--- config.mk ---
export PLATFORM = sky130hd
export DESIGN_NAME = vga_write_scheduler
export DESIGN_NICKNAME = d
export VERILOG_FILES = /design/src/rtl/vga_sched_pkg.sv /design/src/rtl/vga_char_fifo.sv /design/src/rtl/vga_write_scheduler.sv
export SDC_FILE = /design/constraint.sdc
export NUM_CORES = 1
export LEC_CHECK = 0
export ABC_AREA = 0
export BUFFER_PORTS_ARGS = -buffer_cell sky130_fd_sc_hd__buf_2
export CAP_MARGIN = 10
export CORE_AREA = 2 2 111 124
export DETAILED_ROUTE_END_ITERATION = 10
export DIE_AREA = 0 0 113 126
export PLACE_DENSITY = 0.76
export SLEW_MARGIN = 10
export SYNTH_ARGS = -nofsm -noshare
export SYNTH_HDL_FRONTEND = slang
export SYNTH_SLANG_ARGS = --single-unit
--- constraint.sdc ---
create_clock -name wire_clock -period 4.62 [get_ports wire_clock]
set_clock_uncertainty 0.1 [all_clocks]
set_input_delay 0.924 -clock wire_clock [delete_from_list [all_inputs] [get_ports wire_clock]]
set_output_delay 0.924 -clock wire_clock [all_outputs]
set_load 0.03 [all_outputs]
--- src/rtl/vga_sched_pkg.sv ---
// Shared types and constants for the VGA write scheduler: drain FSM encoding,
// requester ids and the width of one queued {pos, char} entry.
package vga_sched_pkg;

    typedef enum logic [1:0] {
        StIdle   = 2'd0,
        StSetup  = 2'd1,
        StStrobe = 2'd2,
        StGap    = 2'd3
    } drain_state_e;

    typedef enum logic {
        ReqCpu = 1'b0,
        ReqAux = 1'b1
    } req_id_e;

    localparam int unsigned EntryWidth = 32;

endpackage

--- src/rtl/vga_char_fifo.sv ---
// Small synchronous FIFO holding pending VGA character writes as {pos, char}.
// A push into a full FIFO is accepted when a pop happens in the same cycle.
module vga_char_fifo
    import vga_sched_pkg::*;
#(
    parameter int unsigned DEPTH = 4,
    parameter int unsigned WIDTH = EntryWidth
) (
    input  logic                       wire_clock,
    input  logic                       wire_reset,
    input  logic                       push,
    input  logic [WIDTH-1:0]           wdata,
    input  logic                       pop,
    output logic [WIDTH-1:0]           rdata,
    output logic [$clog2(DEPTH+1)-1:0] count,
    output logic                       full,
    output logic                       empty
);

    localparam int unsigned PtrW = $clog2(DEPTH);
    localparam int unsigned CntW = $clog2(DEPTH + 1);

    logic [WIDTH-1:0] mem_q [DEPTH];
    logic [PtrW-1:0]  wptr_q;
    logic [PtrW-1:0]  rptr_q;
    logic [CntW-1:0]  count_q;
    logic             do_push;
    logic             do_pop;

    assign full    = (count_q == CntW'(DEPTH));
    assign empty   = (count_q == '0);
    assign do_pop  = pop && !empty;
    assign do_push = push && (!full || do_pop);
    assign rdata   = mem_q[rptr_q];
    assign count   = count_q;

    // Pointers wrap naturally since DEPTH is a power of two.
    always_ff @(posedge wire_clock or posedge wire_reset) begin
        if (wire_reset) begin
            wptr_q  <= '0;
            rptr_q  <= '0;
            count_q <= '0;
        end else begin
            if (do_push) begin
                wptr_q <= wptr_q + PtrW'(1);
            end
            if (do_pop) begin
                rptr_q <= rptr_q + PtrW'(1);
            end
            if (do_push && !do_pop) begin
                count_q <= count_q + CntW'(1);
            end else if (do_pop && !do_push) begin
                count_q <= count_q - CntW'(1);
            end
        end
    end

    always_ff @(posedge wire_clock) begin
        if (do_push) begin
            mem_q[wptr_q] <= wdata;
        end
    end

endmodule

--- src/rtl/vga_write_scheduler.sv ---
// Round-robin arbiter between CPU and auxiliary writers feeding a FIFO that is
// drained onto the VGA character port with a setup/strobe/gap sequence.
module vga_write_scheduler
    import vga_sched_pkg::*;
#(
    parameter int unsigned DEPTH         = 4,
    parameter int unsigned STROBE_CYCLES = 1,
    parameter int unsigned GAP_CYCLES    = 2
) (
    input  logic                       wire_clock,
    input  logic                       wire_reset,
    input  logic                       cpu_req,
    input  logic [15:0]                cpu_pos,
    input  logic [15:0]                cpu_char,
    output logic                       cpu_ack,
    input  logic                       aux_req,
    input  logic [15:0]                aux_pos,
    input  logic [15:0]                aux_char,
    output logic                       aux_ack,
    output logic [15:0]                bus_vga_pos,
    output logic [15:0]                bus_vga_char,
    output logic                       videoflag,
    output logic [$clog2(DEPTH+1)-1:0] fifo_count,
    output logic                       busy
);

    localparam int unsigned MaxCycles =
        (STROBE_CYCLES > GAP_CYCLES) ? STROBE_CYCLES : GAP_CYCLES;
    localparam int unsigned CntW = $clog2(MaxCycles + 1);

    drain_state_e          state_q, state_d;
    logic [CntW-1:0]       cnt_q, cnt_d;
    req_id_e               last_grant_q;
    logic [15:0]           pos_q;
    logic [15:0]           char_q;
    logic                  videoflag_q;

    logic                  pop;
    logic                  space;
    logic                  push;
    logic                  fifo_full;
    logic                  fifo_empty;
    logic [EntryWidth-1:0] push_data;
    logic [EntryWidth-1:0] head_data;

    // Popping frees a slot in the same cycle, so a full FIFO can still accept.
    assign space     = !fifo_full || pop;
    assign cpu_ack   = space && cpu_req && (!aux_req || (last_grant_q == ReqAux));
    assign aux_ack   = space && aux_req && (!cpu_req || (last_grant_q == ReqCpu));
    assign push      = cpu_ack || aux_ack;
    assign push_data = cpu_ack ? {cpu_pos, cpu_char} : {aux_pos, aux_char};

    vga_char_fifo #(
        .DEPTH (DEPTH),
        .WIDTH (EntryWidth)
    ) u_fifo (
        .wire_clock (wire_clock),
        .wire_reset (wire_reset),
        .push       (push),
        .wdata      (push_data),
        .pop        (pop),
        .rdata      (head_data),
        .count      (fifo_count),
        .full       (fifo_full),
        .empty      (fifo_empty)
    );

    always_comb begin
        state_d = state_q;
        cnt_d   = cnt_q;
        pop     = 1'b0;
        unique case (state_q)
            StIdle: begin
                if (!fifo_empty) begin
                    pop     = 1'b1;
                    state_d = StSetup;
                end
            end
            StSetup: begin
                state_d = StStrobe;
                cnt_d   = CntW'(STROBE_CYCLES - 1);
            end
            StStrobe: begin
                if (cnt_q == '0) begin
                    state_d = StGap;
                    cnt_d   = CntW'(GAP_CYCLES - 1);
                end else begin
                    cnt_d = cnt_q - CntW'(1);
                end
            end
            StGap: begin
                if (cnt_q == '0) begin
                    state_d = StIdle;
                end else begin
                    cnt_d = cnt_q - CntW'(1);
                end
            end
            default: state_d = StIdle;
        endcase
    end

    always_ff @(posedge wire_clock or posedge wire_reset) begin
        if (wire_reset) begin
            state_q      <= StIdle;
            cnt_q        <= '0;
            last_grant_q <= ReqAux;
            pos_q        <= '0;
            char_q       <= '0;
            videoflag_q  <= 1'b0;
        end else begin
            state_q     <= state_d;
            cnt_q       <= cnt_d;
            videoflag_q <= (state_d == StStrobe);
            if (cpu_ack) begin
                last_grant_q <= ReqCpu;
            end else if (aux_ack) begin
                last_grant_q <= ReqAux;
            end
            // Bus data only changes on the IDLE-to-SETUP edge.
            if (pop) begin
                pos_q  <= head_data[31:16];
                char_q <= head_data[15:0];
            end
        end
    end

    assign bus_vga_pos  = pos_q;
    assign bus_vga_char = char_q;
    assign videoflag    = videoflag_q;
    assign busy         = (fifo_count != '0) || (state_q != StIdle);

endmodule

==> results of run 1 <==
-- cell usage after synthesis (5+ instances only) --
library cell,number
a21oi_1,5
buf_2,8
dfrtp_1,44
edfxtp_1,128
ha_1,11
inv_1,10
mux2_2,65
mux4_2,32
nand2_1,7
nor2_1,7
o21ai_0,5
-- worst paths after layout --
kind,end,slack [ps],cells past startpoint
min in group asynchronous,bus_vga_char[6]$_DFFE_PP0N_,480,2
worst max-delay path,cpu_ack,900,6
worst min register to register,bus_vga_char[15]$_DFFE_PP0N_,400,1
max in group asynchronous,last_grant_q$_DFFE_PP1P_,3150,3
worst min-delay path,bus_vga_char[15]$_DFFE_PP0N_,400,1
worst max register to register,u_fifo.count[1]$_DFFE_PP0P_,1650,8
-- area by class of cell --
class	instances	area, µm²	area share (%)
Clock buffer	18	429.2	5.215
Clock inverter	14	120.1	1.460
Tap cell	161	201.4	2.448
Sequential cell	173	4974	60.44
Inverter	10	37.54	0.4561
Multi-Input combinational cell	159	1914	23.26
Timing Repair Buffer	109	553.0	6.720
-- where the power goes --
group	switching, mW	total, mW	internal [mW]
Combinational	1.18	2.12	0.936
Sequential	0.300	2.66	2.36
Clock	0.578	1.32	0.739
Total	2.06	6.10	4.04
-- cell families after synthesis --
family,after synthesis
flops,173
buf+inv,25
xor+xnor,6
compound gates,17
mux,97
simple gates,27
fa+ha+maj,12
-- per-stage QoR --
stage	worst slack, ps	utilization (%)	std cells	power, mW	area [µm²]
final	895.9	63.34	644	6.098	8229
after global routing	752.1	63.34	644	6.450	8229
after CTS	868.8	63.34	644	6.181	8229
after detailed placement	1331	59.11	612	4.846	7680
after global placement	1463	59.11	612	4.732	7680
after floorplan	1823	-	357	4.249	7004
-- state kept, by name, summed over array words and instances, names as in the netlist --
name,cells
u_fifo.rptr_q,2
u_fifo.count,3
bus_vga_char,16
u_fifo.wptr_q,2
state_q,2
u_fifo.mem_q,128
videoflag,1
bus_vga_pos,16
cnt_q,2
last_grant_q,1
-- worst max-delay path, cell delays in order (launching register included) --
cell and delay [ps]:
dfrtp_1 460, inv_1 120, ha_1 260, or4b_1 660, nand3_4 480, inv_1 80, buf_2 200
-- routing by layer --
metal / global-route usage, % / vias up / part of all wire, %
li1: - / 1621 / -
met1: 23.20 / 1860 / 40
met2: 33.22 / 100 / 54
met3: 4.283 / 22 / 4.3
met4: 8.178 / 0 / 2.4
met5: 0 / - / 0
==> key figures, run 1 <==
Synth
  • Synth Area in Compound Gates: 1.447%
  • Post-synthesis mux area share: 20.74%
  • Synthesized net count: 437
  • Synthesis Warnings: 0
  • Post-Syn Area per Cell: 19.62 µm²
  • Largest cells by area after synthesis: edfxtp_1 (55%), dfrtp_1 (16%), mux2_2 (10%)
  • Synthesized area: 7004 µm²
  • Seq/Total Area, Yosys: 70.97%
  • Main synth FF type: edfxtp_1
  • Area share of the largest cell type after synthesis: 54.88%
  • EDFF count, synth: 128
  • Asr flop ratio synth: 26.01%
  • Simple-gate share of the synthesized area: 2.036%
  • Xor/xnor cell area share of the yosys netlist: 0.7503%
  • Adder-cell share of the synthesized area: 2.251%
  • Yosys reg bits: 173
  • Main combinational cell family by area after synthesis: multiplexers
  • Leading area contributor after synthesis: edfxtp_1
  • Cell count after synthesis: 357
  • Post-synth cell types: 29

STA
  • Slew HR: 40.21%
  • Final setup vio count: 0
  • Slew of the pin with the lowest slew margin: 896.9 ps
  • RSZ-0062 raised after global routing: no
  • Endpoints failing hold: 0
  • Tcrit/Tclk final: 80.61%
  • Setup_tns: 0 ps
  • Fmax: 268.5 MHz
  • Max Slew Vio Count: 0
  • Final min period: 3724 ps
  • Worst hold slack: 397.0 ps

GRT
  • Vias in the first global route: 3898
  • Antenna violations before repair: 0
  • Largest net degree at the start of global routing: 34
  • First-pass GRT wire length: 20340 µm
  • Total global routing overflow: 0
  • Total GRT Usage: 19.16%

Layout
  • Area delta synth->final: 17.49%
  • Most frequent cells in the layout: edfxtp_1 (128), buf_2 (106), mux2_2 (65)
  • Commonest non-fill, non-tap cell in the layout: edfxtp_1
  • Filler cell count: 925
  • # diodes: 0
  • Share of layout cells above drive strength 1: 50.72%
  • Final net count: 550

Setup path
  • Max FO, Critical Path: 33
  • Critical path endpoint category: output pin
  • Startpoint types: flop
  • CP Class: reg -> out
  • Worst EP arrival: 2700 ps
  • Worst Setup SP: state_q[0]$_DFF_PP0_
  • Req. time, crit path: 3600 ps
  • Reg2reg start: state_q[0]$_DFF_PP0_

Run status
  • Failing checks: DRC
  • Outcome: finished with violations

Placed design
  • Final GP Congestion: 0.7700
  • PortBufs: 106
  • HPWL after DPL: 7515 µm

Clocking
  • CTS clock-pin slew for the worst setup and hold paths: 60 ps
  • CTS tree: yes
  • Maximum clock path buffer count: 2
  • # resized after CTS: 0
  • Post-CTS setup buffer count: 0
  • Clock latency on the worst-skew pair: 420 ps
  • CTS Buf Count: 17
  • Hold_buf cts: 0
  • Clock Sink Count: 173
  • Root buf cell: clkbuf_16
  • CTS H-tree lvls: 4

Die
  • Die area: 14240 µm²
  • Die height: 126 µm
  • Core box area: 12990 µm²
  • Die Span X: 113 µm
  • I/O pin count: 107
  • Row cnt: 44
  • Starting Density: 53.91%

Power and ir drop
  • Maximum VDD drop: 0.2904 mV
  • Power Density: 741.0 nW/µm²
  • Leak pwr: 3.110 nW

Route
  • Avg WL per Cell: 19.53 µm
  • Routed via count: 3603
  • Drt drc: 5
  • Initial drt markers: 130
  • Antenna Nets Post-Route: 0
  • TritonRoute pass-1 iters: 7
  • DRT Wirelength: 12580 µm
  • Avg Vias per Cell: 5.595

Run
  • Maxcap violations: 0

Worst hold path
  • Hold Crit Class: reg -> reg
  • Worst Hold Launch: bus_vga_char[15]$_DFFE_PP0N_
Power figures use the tool's default switching activity.
==> run 2: changes to the inputs <==
- CORE_AREA: 2 2 111 124 -> 2 2 115 128
- DIE_AREA: 0 0 113 126 -> 0 0 117 130
- PLACE_DENSITY: 0.76 -> 0.75
- clock period: 4.62 -> 3.3 ns (I/O delays scaled with it)
==> key figures, run 2 (synthesis gave the netlist of run 1 again) <==
Layout
  • Largest Register: u_fifo.mem_q
  • Util after Layout: 59.17% (-4.2 points)
  • # diodes: 0 (unchanged)
  • Area taken by multi-input logic gates: 1928 µm² (+0.72%)
  • Most frequent cells in the layout: edfxtp_1 (128), buf_2 (106), mux2_2 (65)
  • Sequential standard cell area: 4974 µm² (unchanged)
  • Max reg flops: 128 (unchanged)
  • Final net count: 552 (+0.36%)
  • Area delta synth->final: 19.13%
  • Share of layout cells above drive strength 1: 51.75% (+1.0 points)
  • Filler cell count: 1047 (+13%)
  • Commonest non-fill, non-tap cell in the layout: edfxtp_1

Placed design
  • PortBufs: 106 (unchanged)
  • HPWL after DPL: 8204 µm (+9.2%)
  • Final GP Congestion: 0.6874 (-11%)
  • Pre-CTS WS: 374.7 ps (-956.4 ps)

GRT
  • Total global routing overflow: 0 (unchanged)
  • Antenna violations before repair: 0 (unchanged)
  • Global routing's busiest layer: met2
  • Global routing usage on met1: 24.01% (+0.82 points)
  • GR Util met2: 31.59% (-1.6 points)
  • Vias in the first global route: 3796 (-2.6%)
  • Total GRT Usage: 18.49% (-0.68 points)
  • First-pass GRT wire length: 20570 µm (+1.1%)
  • M3 GR Usage: 3.298% (-0.99 points)
  • Largest net degree at the start of global routing: 46 (+35%)

Clocking
  • CTS Buf Count: 17 (unchanged)
  • Clock latency on the worst-skew pair: 420 ps (about the same)
  • CTS clock-pin slew for the worst setup and hold paths: 70 ps (about the same)
  • Maximum clock path buffer count: 2 (unchanged)
  • Clock Sink Count: 173 (unchanged)
  • Hold_buf cts: 0 (unchanged)
  • CTS H-tree lvls: 4 (unchanged)
  • CTS tree: yes
  • Root buf cell: clkbuf_16

STA
  • Tcrit/Tclk final: 95.19%
  • Max Slew Vio Count: 0 (unchanged)
  • Slew HR: 28.59% (-12 points)
  • Final min period: 3141 ps
  • Endpoints failing hold: 0 (unchanged)
  • Fmax: 318.3 MHz
  • RSZ-0062 raised after global routing: no
  • Slew of the pin with the lowest slew margin: 1070 ps (+172.7 ps)
  • Final worst setup slack: 158.7 ps (-737.2 ps)
  • Final setup vio count: 0 (unchanged)
  • Setup_tns: 0 ps (unchanged)

Route
  • Avg WL per Cell: 20.14 µm (+3.1%)
  • Avg Vias per Cell: 5.368 (-4.1%)
  • TritonRoute pass-1 iters: 4 (-3)
  • Antenna Nets Post-Route: 0 (unchanged)
  • Routed via count: 3634 (+0.86%)
  • Drt drc: 0 (-5)
  • DRT Wirelength: 13640 µm (+8.4%)
  • Initial drt markers: 191 (+47%)

Setup path
  • Reg2reg start: state_q[0]$_DFF_PP0_
  • Critical path endpoint category: output pin
  • Req. time, crit path: 2540 ps (-1060 ps)
  • Max FO, Critical Path: 11 (-67%)
  • R2r endpoint: u_fifo.count[1]$_DFFE_PP0P_
  • CP Class: reg -> out
  • Worst Reg-to-Reg Cells: 8 (unchanged)
  • Worst EP arrival: 2380 ps (-320 ps)
  • Startpoint types: flop
  • R2R Setup Slk: 390 ps (-1260 ps)

Power and ir drop
  • Leak pwr: 3.152 nW (+1.4%)
  • Power Density: 1050 nW/µm² (+42%)
  • Maximum VDD drop: 0.4662 mV (+61%)

Run status
  • Outcome: complete, no violations

Die
  • I/O pin count: 107 (unchanged)
  • Row cnt: 46 (+4.5%)
  • Starting Density: 49.67% (-4.2 points)
  • Die height: 130 µm (+3.2%)
  • Die area: 15210 µm² (+6.8%)
  • Die Span X: 117 µm (+3.5%)
  • Core box area: 14100 µm² (+8.5%)

Worst hold path
  • Worst Hold Launch: bus_vga_pos[4]$_DFFE_PP0N_
  • Hold Crit Class: reg -> reg
  • Hold depth: 1 (unchanged)
  • Worst Hold Path EP: bus_vga_pos[4]$_DFFE_PP0N_

Run
  • Maxcap violations: 0 (unchanged)
==> run 2: metal layers <==
layer  vias to the layer above  routed length, µm
li1                       1634                  -
met1                      1869               5516
met2                       114               7321
met3                        17                614
met4                         0                182
met5                         -                  0
==> run 2: what timing repair did <==
item / CTS / global route
cloned: 0 / 1
pin swaps: 1 / 1
gates resized for setup: 0 / 1
buffers inserted: 0 / 0
endpoints found under the setup margin: 1 / 1
==> run 2: final cells by class <==
| type | count | share of cell area (%) |
|---|---|---|
| sequential | 173 | 59.60 |
| multi-input combinational | 160 | 23.11 |
| timing repair buffer | 110 | 6.868 |
| clock buffer | 18 | 5.263 |
| tap | 192 | 2.879 |
| clock inverter | 14 | 1.829 |
| inverter | 10 | 0.4498 |
==> run 2: power by group <==
group / total (mW) / internal (mW) / switching (mW)
registers: 3.75 / 3.30 / 0.444
logic: 3.06 / 1.34 / 1.71
clock network: 1.96 / 1.09 / 0.870
==> run 2: critical path: stages (launching register included) <==
cell	delay (ps)
dfrtp_1	450
inv_1	110
ha_1	270
or4b_4	630
nand3_4	260
inv_1	60
buf_2	180
==> run 2: metrics by stage <==
step / hold WS [ps] / std cells / instance area, µm² / power, mW
final: 401.4 / 677 / 8344 / 8.764
after global routing: 410.1 / 677 / 8344 / 9.218
after global placement: 385.3 / 644 / 7739 / 6.703
after CTS: 368.5 / 676 / 8330 / 8.831
after detailed placement: 388.2 / 644 / 7739 / 6.863
after floorplan: 408.5 / 357 / 7004 / 5.949
==> run 2: worst max path at each step <==
stage,slack [ps],end,startpoint,depth (start not counted)
2_1_floorplan,590,u_fifo.count[1]$_DFFE_PP0P_,state_q[0]$_DFF_PP0_,9
3_3_place_gp,480,u_fifo.count[1]$_DFFE_PP0P_,state_q[0]$_DFF_PP0_,8
3_5_place_dp,370,u_fifo.count[1]$_DFFE_PP0P_,state_q[0]$_DFF_PP0_,8
4_1_cts,30,cpu_ack,state_q[0]$_DFF_PP0_,6
5_1_grt,30,cpu_ack,state_q[0]$_DFF_PP0_,6
6_report,160,cpu_ack,state_q[0]$_DFF_PP0_,6
==> run 3: changes to the inputs <==
- PLACE_DENSITY: 0.75 -> unset
- PLACE_DENSITY_LB_ADDON: unset -> 0.25
==> key figures, run 3 (synthesis gave the netlist of run 1 again) <==
Power and ir drop
  • Leak pwr: 3.138 nW (-0.45%)
  • Power Density: 1039 nW/µm² (-1.1%)
  • Maximum VDD drop: 0.4231 mV (-9.2%)

STA
  • RSZ-0062 raised after global routing: no
  • Fmax: 319.0 MHz (+0.21%)
  • Final worst setup slack: 165.4 ps (+6.721 ps)
  • Slew HR: 37.42% (+8.8 points)
  • Slew of the pin with the lowest slew margin: 938.7 ps (-130.9 ps)
  • Final min period: 3135 ps (-6.721 ps)
  • Endpoints failing hold: 0 (unchanged)
  • Setup_tns: 0 ps (unchanged)
  • Final setup vio count: 0 (unchanged)
  • Tcrit/Tclk final: 94.99% (-0.20 points)
  • Max Slew Vio Count: 0 (unchanged)

Worst hold path
  • Hold Crit Class: in -> async

Placed design
  • Final GP Congestion: 0.7170 (+4.3%)
  • HPWL after DPL: 8022 µm (-2.2%)
  • PortBufs: 106 (unchanged)
  • Pre-CTS WS: 389.6 ps (+14.87 ps)

GRT
  • Total GRT Usage: 17.73% (-0.75 points)
  • Antenna violations before repair: 0 (unchanged)
  • Largest net degree at the start of global routing: 34 (-26%)
  • Vias in the first global route: 3692 (-2.7%)
  • Total global routing overflow: 0 (unchanged)
  • First-pass GRT wire length: 19660 µm (-4.4%)

Layout
  • Util after Layout: 59.00% (-0.18 points)
  • Commonest non-fill, non-tap cell in the layout: edfxtp_1
  • Sequential standard cell area: 4974 µm² (unchanged)
  • Final net count: 552 (unchanged)
  • Area taken by multi-input logic gates: 1914 µm² (-0.71%)
  • Area delta synth->final: 18.77%
  • # diodes: 0 (unchanged)
  • Most frequent cells in the layout: edfxtp_1 (128), buf_2 (106), mux2_2 (65)
  • Filler cell count: 1046 (-0.096%)
  • Share of layout cells above drive strength 1: 51.34% (-0.41 points)
  • Largest Register: u_fifo.mem_q
  • Max reg flops: 128 (unchanged)

Setup path
  • Startpoint types: flop
  • Worst EP arrival: 2370 ps (about the same)
  • Req. time, crit path: 2540 ps (about the same)
  • Crit-path cells: inv_1, ha_1, or4b_1, nand3_4, inv_1, buf_2
  • Critical path endpoint category: output pin
  • Most used cell, CP: inv_1
  • CP peak stage delay: 650 ps (+20 ps)
  • CP Class: reg -> out
  • Max FO, Critical Path: 12 (+1)
  • Critical-path top delay cell: or4b_1

Run
  • Maxcap violations: 0 (unchanged)

Clocking
  • Clock latency on the worst-skew pair: 420 ps (about the same)
  • CTS tree: yes
  • CTS H-tree lvls: 4 (unchanged)
  • Clock Sink Count: 173 (unchanged)
  • CTS Buf Count: 17 (unchanged)
  • CTS clock-pin slew for the worst setup and hold paths: 70 ps (about the same)
  • Root buf cell: clkbuf_16
  • Maximum clock path buffer count: 2 (unchanged)
  • # resized after CTS: 0 (unchanged)
  • Hold_buf cts: 0 (unchanged)
  • Post-CTS setup buffer count: 0 (unchanged)

Die
  • Starting Density: 49.67% (unchanged)
  • Die Span X: 117 µm (unchanged)
  • I/O pin count: 107 (unchanged)
  • Row cnt: 46 (unchanged)
  • Die area: 15210 µm² (unchanged)
  • Core box area: 14100 µm² (unchanged)
  • Die height: 130 µm (unchanged)

Run status
  • Outcome: complete, no violations

Route
  • Routed via count: 3580 (-1.5%)
  • Drt drc: 0 (unchanged)
  • Avg WL per Cell: 19.00 µm (-5.6%)
  • DRT Wirelength: 12870 µm (-5.6%)
  • Antenna Nets Post-Route: 0 (unchanged)
  • Avg Vias per Cell: 5.288 (-1.5%)
  • TritonRoute pass-1 iters: 4 (unchanged)
  • Initial drt markers: 170 (-11%)
==> run 3: report_power, final <==
group | leakage [nW] | switching [mW] | internal [mW]
clock network | 0.269 | 0.813 | 1.11
registers | 1.71 | 0.397 | 3.30
logic | 1.16 | 1.68 | 1.34
==> run 3: per-layer routing <==
metal / vias up / wire (µm) / GRT usage (%)
li1: 1625 / - / -
met1: 1862 / 5406 / 22.50
met2: 80 / 6884 / 30.74
met3: 13 / 413 / 3.902
met4: 0 / 163 / 5.398
met5: - / 0 / 0
==> run 3: area by class of cell <==
type                    count  area share, %
repair buffers            111          6.978
multi-input cells         159          23.01
flip-flops and latches    173          59.78
inverters                  10         0.4512
well taps                 192          2.888
clock inverters            14          1.730
clock buffers              18          5.159
==> run 3: metrics by stage <==
step,hold slack (ps),cell area [µm²],total power [mW],cells
after floorplan,408.5,7004,5.949,357
after global placement,383.2,7746,6.702,645
after detailed placement,387.6,7746,6.830,645
after CTS,263.6,8319,8.755,677
after global routing,304.3,8319,9.106,677
final,241.3,8319,8.643,677
==> run 3: worst max-delay path, delay by kind of cell (launching register included) <==
kind / cells / cell delay (ps)
adder cells (fa/ha/maj): 1 / 260
buffers and inverters: 3 / 360
flip-flops: 1 / 460
AND/OR/NAND/NOR: 2 / 870
==> run 3: final timing paths <==
check,depth (start not counted),endpoint,slack (ps),from
max,6,cpu_ack,170,state_q[0]$_DFF_PP0_
min in group wire_clock,2,last_grant_q$_DFFE_PP1P_,360,cpu_req
min,2,bus_vga_pos[1]$_DFFE_PP0N_,240,wire_reset
min reg2reg,1,bus_vga_char[2]$_DFFE_PP0N_,400,bus_vga_char[2]$_DFFE_PP0N_
max reg2reg,8,u_fifo.count[1]$_DFFE_PP0P_,360,state_q[0]$_DFF_PP0_
max in group asynchronous,3,bus_vga_char[10]$_DFFE_PP0N_,2160,wire_reset
